## src/rtl/cpu_control_fsm.sv

```systemverilog
// Multi-cycle instruction sequencer: fetch over a ready-handshaked memory port,
// decode the 4-bit opcode and drive the PC/IR/regfile/ALU/flag strobes.
`timescale 1ns/1ps
module cpu_control_fsm (
    input  logic       clk,
    input  logic       reset,
    input  logic [3:0] opcode,
    input  logic       mem_ready,
    input  logic       carry_flag,
    input  logic       zero_flag,
    output logic       mem_read,
    output logic       mem_write,
    output logic       addr_sel,
    output logic       ir_load,
    output logic       pc_inc,
    output logic       pc_load,
    output logic [2:0] alu_op,
    output logic       reg_write,
    output logic       wb_sel,
    output logic       flag_load,
    output logic       halted
);

    typedef enum logic [2:0] {
        S_FETCH, S_DECODE, S_EXEC, S_MEM, S_WB, S_HALT
    } state_t;

    typedef enum logic [3:0] {
        OP_NOP = 4'h0, OP_ADD, OP_SUB, OP_AND, OP_OR, OP_XOR, OP_CMP, OP_LD,
        OP_ST, OP_JMP, OP_JZ, OP_JNZ, OP_JC, OP_JNC, OP_MOV, OP_HLT
    } op_t;

    localparam logic [2:0] ALU_SUB    = 3'd1;
    localparam logic [2:0] ALU_PASS_B = 3'd7;

    state_t     state;
    state_t     state_next;
    op_t        op;
    logic       is_alu;
    logic       take_jump;
    logic [2:0] alu_sel;

    assign op = op_t'(opcode);

    // Opcode decode shared by EXEC and WB so alu_op stays stable across both.
    always_comb begin
        is_alu    = (opcode >= 4'h1) && (opcode <= 4'h5);
        alu_sel   = 3'd0;
        take_jump = 1'b0;
        if (is_alu) begin
            alu_sel = opcode[2:0] - 3'd1;
        end else if (op == OP_MOV) begin
            alu_sel = ALU_PASS_B;
        end else if (op == OP_CMP) begin
            alu_sel = ALU_SUB;
        end
        case (op)
            OP_JMP:  take_jump = 1'b1;
            OP_JZ:   take_jump = zero_flag;
            OP_JNZ:  take_jump = !zero_flag;
            OP_JC:   take_jump = carry_flag;
            OP_JNC:  take_jump = !carry_flag;
            default: take_jump = 1'b0;
        endcase
    end

    // NOTE: sequential state uses non-blocking assignments so every flop
    // samples the pre-edge values, independent of block ordering.
    always_ff @(posedge clk or negedge reset) begin
        if (!reset) begin
            state <= S_FETCH;
        end else begin
            state <= state_next;
        end
    end

    // NOTE: every output and state_next gets a default first, so no path
    // through the case statement can leave a variable unassigned (no latches).
    always_comb begin
        state_next = state;
        mem_read   = 1'b0;
        mem_write  = 1'b0;
        addr_sel   = 1'b0;
        ir_load    = 1'b0;
        pc_inc     = 1'b0;
        pc_load    = 1'b0;
        alu_op     = 3'd0;
        reg_write  = 1'b0;
        wb_sel     = 1'b0;
        flag_load  = 1'b0;
        halted     = 1'b0;

        case (state)
            S_FETCH: begin
                mem_read = 1'b1;
                if (mem_ready) begin
                    // Reset parks the state in FETCH; keep its strobes quiet while held.
                    ir_load    = reset;
                    pc_inc     = reset;
                    state_next = S_DECODE;
                end
            end

            S_DECODE: begin
                case (op)
                    OP_HLT:  state_next = S_HALT;
                    OP_NOP:  state_next = S_FETCH;
                    default: state_next = S_EXEC;
                endcase
            end

            S_EXEC: begin
                alu_op = alu_sel;
                if (is_alu || op == OP_MOV) begin
                    state_next = S_WB;
                end else if (op == OP_CMP) begin
                    flag_load  = 1'b1;
                    state_next = S_FETCH;
                end else if (op == OP_LD || op == OP_ST) begin
                    state_next = S_MEM;
                end else begin
                    pc_load    = take_jump;
                    state_next = S_FETCH;
                end
            end

            S_MEM: begin
                addr_sel = 1'b1;
                if (op == OP_LD) begin
                    mem_read = 1'b1;
                    if (mem_ready) state_next = S_WB;
                end else if (op == OP_ST) begin
                    mem_write = 1'b1;
                    if (mem_ready) state_next = S_FETCH;
                end else begin
                    state_next = S_FETCH;
                end
            end

            S_WB: begin
                reg_write  = 1'b1;
                alu_op     = alu_sel;
                wb_sel     = (op == OP_LD);
                flag_load  = is_alu;
                state_next = S_FETCH;
            end

            S_HALT: begin
                halted = 1'b1;
            end

            default: state_next = S_FETCH;
        endcase
    end

endmodule

```

## config.mk

```make
export PLATFORM = sky130hd
export DESIGN_NAME = cpu_control_fsm
export DESIGN_NICKNAME = d
export VERILOG_FILES = /design/src/rtl/cpu_control_fsm.sv
export SDC_FILE = /design/constraint.sdc
export NUM_CORES = 1
export LEC_CHECK = 0
export CELL_PAD_IN_SITES_DETAIL_PLACEMENT = 0
export CELL_PAD_IN_SITES_GLOBAL_PLACEMENT = 1
export CORE_AREA = 2 2 44 62
export CTS_CLUSTER_SIZE = 12
export DETAILED_ROUTE_END_ITERATION = 16
export DIE_AREA = 0 0 46 64
export GPL_ROUTABILITY_DRIVEN = 0
export GPL_TIMING_DRIVEN = 0
export HOLD_SLACK_MARGIN = 0.12
export PLACE_DENSITY = 0.69
export SLEW_MARGIN = 40
export SYNTH_ARGS = -nofsm -noshare
export SYNTH_HDL_FRONTEND = slang
export SYNTH_SLANG_ARGS = --single-unit
```

## constraint.sdc

```tcl
create_clock -name clk -period 1.6 [get_ports clk]
set_input_delay 0.24 -clock clk [delete_from_list [all_inputs] [get_ports clk]]
set_output_delay 0.24 -clock clk [all_outputs]
set_load 0.02 [all_outputs]
```

## Yosys cells after proc, flatten, opt, wreduce, memory -nomap -nowiden

Cells that the tools add are included.

| storage, ports and cells | value |
|---|---|
| register bits after elaboration | 3 |
| input port bits | 9 |
| output and inout port bits | 13 |
| word-level logic and storage cells | 65 |

| cells by class | value |
|---|---|
| add/sub/neg operators | 1 |
| order comparisons | 2 |
| eq/ne operators | 18 |
| multiplexer cells | 33 |
| bitwise gates (word level) | 1 |
| reduce and logical (&&, ||, !) cells | 9 |

Operators with widths:

| cell | count |
|---|---|
| equality test 4 bit, second input constant | 8 |
| two-way mux 3 bit | 9 |
| two-way mux 1 bit | 17 |
| case mux 3 bit (5 select lines) | 1 |
| equality test 4 x 3 -> 1 bit, second input constant | 2 |
| equality test 3 x 2 -> 1 bit, second input constant | 2 |
| equality test 3 bit, second input constant | 2 |
| != test 3 bit, second input constant | 2 |
| case mux 3 bit (2 select lines) | 1 |
| case mux 1 bit (5 select lines) | 1 |
| greater-or-equal comparator 4 x 1 -> 1 bit, second input constant | 1 |
| less-or-equal comparator 4 x 3 -> 1 bit, second input constant | 1 |
| zero test 4 bit | 1 |
| two-way mux 2 bit | 2 |
| case mux 1 bit (2 select lines) | 2 |
| AND reduction 4 bit | 1 |
| equality test 3 x 1 -> 1 bit, second input constant | 1 |
| zero test 3 bit | 1 |
| subtractor 3 x 1 -> 3 bit, second input constant | 1 |
| zero test 1 bit | 2 |
| logical OR 1 bit | 2 |
| != test 2 bit, second input constant | 1 |
| OR reduction 2 bit | 1 |
| logical AND 1 bit | 1 |
| NOT 1 bit | 1 |

## Logic depth before layout (Yosys ltp)

| depth | value |
|---|---|
| word-level depth | 6 |
| gate-level depth with buffers | 7 |
| mapped depth without buffers | 6 |

## Worst setup path before layout

No wires, ideal clock.

| timing path | value |
|---|---|
| path type | input-to-output |
| start point | input opcode[0] |
| end point | output flag_load |
| data arrival time | 1.610 ns |
| required time | 1.360 ns |
| slack | -0.250 ns |
| cell stages on the path | 7 |
| path buffers | 1 |
| cell sequence | inv_1 -> ha_1 -> buf_6 -> or3b_1 -> o22ai_1 -> a2bb2oi_1 -> nor3_1 |

| on the way | value |
|---|---|
| longest elaborated chain between the ends | 5 |
| elaborated cells between the ends (all ways) | 9 |
| classes of those cells | order compare: 2; eq/ne: 2; mux: 3; reduce/logical: 2 |

RTL lines:

| element | RTL line | text |
|---|---|---|
| start: declaration | 7 | `input logic [3:0] opcode,` |
| greater-or-equal comparator 4 x 1 -> 1 bit / less-or-equal comparator 4 x 3 -> 1 bit (equally long branches) | 47 | `is_alu = (opcode >= 4'h1) && (opcode <= 4'h5);` |
| logical AND 1 bit | 47 |  |
| logical OR 1 bit | 114 | `if (is_alu \|\| op == OP_MOV) begin` |
| two-way mux 1 bit | 114 |  |
| case mux 1 bit (2 select lines) (*) | 93 | `case (state)` |
| end: declaration | 20 | `output logic flag_load,` |

Every way passes the cells marked *; elsewhere a longest branch is shown, timed or not.

## Worst setup path in the final report

| timing path | value |
|---|---|
| start point | input opcode[1] |
| end point | output flag_load |

The elaborated chain is that of the path after synthesis.

==> reports/metrics.cfg <==
[status]
status=complete, but fails checks
violations=negative setup slack

[floorplanning]
ios=22
die-height_um=64
rows=21
core-area_mm2=0.002365
fp.dieW_um=46
start_util=0.2873
dieArea_mm2=0.002944

[yosys]
syn-cell-area_um2=679.4
ys.warnings.count=0
ys_ff_latch=3
synth_cell_types=42
synth_flop_cell=dfrtp_1
yosysSeqAreaShare=0.1105
synth_cells=95
synth_top_area_frac=0.1105
synth-edff-count=0
syn_area_per_cell_um2=7.152
synth_top_area_cell=dfrtp_1
syn_nets=108
synth_area_leaders=dfrtp_1 11%, nor2_1 7.7%, ha_1 7.4%
synth-async-reset-ratio=1.000

[routing]
route.detailed.drc=0
viasPerCell=5.337
drtPass1Iterations=4
drtAntennaViolNets=0
wire_per_inst_um=14.60
vias=886
drt_iter0_drc=14
totalWireLength_um=2424

[timing]
hold_violations=0
max_slew.worst_pin.slew_ns=0.3232
finalSetupViolCount=5
post-route-min-period_ns=1.698
rsz0062_at_grt=true
finalClockSkew_ns=0.0007555
drv_slew=0
setup_slack_ns=-0.09808
finalCritPeriodShare=1.061
fmax_mhz=588.9
holdWs_ns=0.2110
max_slew_margin=0.7841
setup-tns-final_ns=-0.3194

[clock_tree]
cts_buffers=3
clkLatencyLatePin_ns=0.24
cts_root_buf=clkbuf_4
cts_max_level=1
clk_pin_slew_ns=0.04
clk_path_buf_depth=2
cts.sinks=3
cts_tree=done

[critical_path]
arrival_ns=1.46
cp_cell_sequence=buf_8 -> inv_8 -> ha_4 -> buf_6 -> or3b_1 -> o22ai_2 -> a2bb2oi_2 -> nor3_2 -> buf_4
cp_slowest_cell=or3b_1
critPathKind=input pin to output pin
worst-path-buf-inv=4
end_kind=output pin
crit_path_max_incr_delay_ns=0.38
crit_path_max_fanout=6
worst_ep_required_time_ns=1.36
cp-start-kind=input pin
path_delay_family=simple AND/OR/NAND/NOR gates

[placement]
dpl_worst_slack_ns=-1.163
hpwl_um=1550
post-place-cells=137
place_area_um2=915.9
port_buffers=19

[power]
leakage_uw=0.0005696
power_density_mw_per_mm2=1124
irDropWorstVdd_v=0.0004553

[global_route]
gr-total-overflow=0
track_usage=0.1786
grt_antenna_before_repair=0
first_global_vias=913
grt_max_degree=11
grt_first_pass_wirelength_um=4091

[final_layout]
final_common_cell=buf_4
syn2layout_area_growth_pct=88.03
drive_gt1_frac=0.5874
antenna_cells=0
stdcell_count=166
nNetsFinal=157
top_register=state
layout_common_cells=30 x buf_4, 9 x nor2_1, 6 x inv_1, 6 x buf_6, 6 x buf_2
num-fill-cells=241
largest_reg_flops=3
biggestRegsByFlops=state (3)
fin_area_mm2=0.001277

[hold_path]
hp-class=input pin to asynchronous set/reset pin

[job]
maxCapViolCount=0

==> per-stage QoR <==
| stage | util | power, uW |
|---|---|---|
| 6_report | 0.5402 | 1436 |
| 3_5_place_dp | 0.3873 | 863.5 |
| 3_3_place_gp | 0.3873 | 866.6 |
| 4_1_cts | 0.5228 | 1384 |
| 2_1_floorplan | - | 634.5 |
| 5_1_grt | 0.5402 | 1543 |
==> final cells by class <==
cell class / count / area (um2) / share of cell area
multi-input combinational: 75 / 670.6 / 0.5250
clock buffer: 4 / 26.28 / 0.02057
buffer: 8 / 67.56 / 0.05289
timing repair buffer: 45 / 361.6 / 0.2831
tap: 23 / 28.78 / 0.02253
inverter: 8 / 45.04 / 0.03526
sequential: 3 / 77.57 / 0.06072
==> Yosys cell counts, types with 3 or more instances <==
cell type / number
inv_1: 8
nand2_1: 3
o21ai_0: 4
buf_2: 3
a21oi_1: 7
nand3_1: 3
nand2b_1: 3
nor2_1: 14
nand3b_1: 3
ha_1: 4
dfrtp_1: 3
==> what timing repair did <==
item	in CTS	in global routing
resized for setup	109	13
cloned	1	0
pin swaps	13	7
hold buffers	0	0
buffers inserted	21	4
endpoints found under the hold margin	0	0
endpoints found under the setup margin	16	13
==> final timing paths <==
check                      depth (start not counted)                    to            startpoint  slack [ns]
max                                                9             flag_load             opcode[1]        -0.1
min                                                1  state[0]$_DFFE_PN0P_                 reset        0.21
max reg2reg                                        6  state[0]$_DFFE_PN0P_  state[0]$_DFFE_PN0P_        0.11
min reg2reg                                        2  state[1]$_DFFE_PN0P_  state[2]$_DFFE_PN0P_        0.57
max in group asynchronous                          1  state[2]$_DFFE_PN0P_                 reset        1.20
min in group clk                                   5  state[1]$_DFFE_PN0P_             opcode[2]        0.55
==> power by group <==
| part | switching [uW] | internal (uW) | total (uW) |
|---|---|---|---|
| Clock | 44.8 | 93.8 | 139 |
| Sequential | 41.3 | 112 | 154 |
| Combinational | 545 | 599 | 1140 |
| Total | 631 | 805 | 1440 |
==> cell families after synthesis <==
group / after synthesis / share of synthesized area
buffers and inverters: 17 / 0.1252
flip-flops: 3 / 0.1105
multiplexers: 2 / 0.03131
adder cells (fa/ha/maj): 4 / 0.07367
AO/OA/AOI/OAI: 29 / 0.3076
AND/OR/NAND/NOR: 40 / 0.3518
==> layer usage <==
layer	vias up	GRT usage	wire, um
li1	433	-	-
met1	422	0.1942	956
met2	27	0.3368	1366
met3	4	0.005650	75
met4	0	0.06786	25
met5	-	0	0
Power figures use the tool's default switching activity.
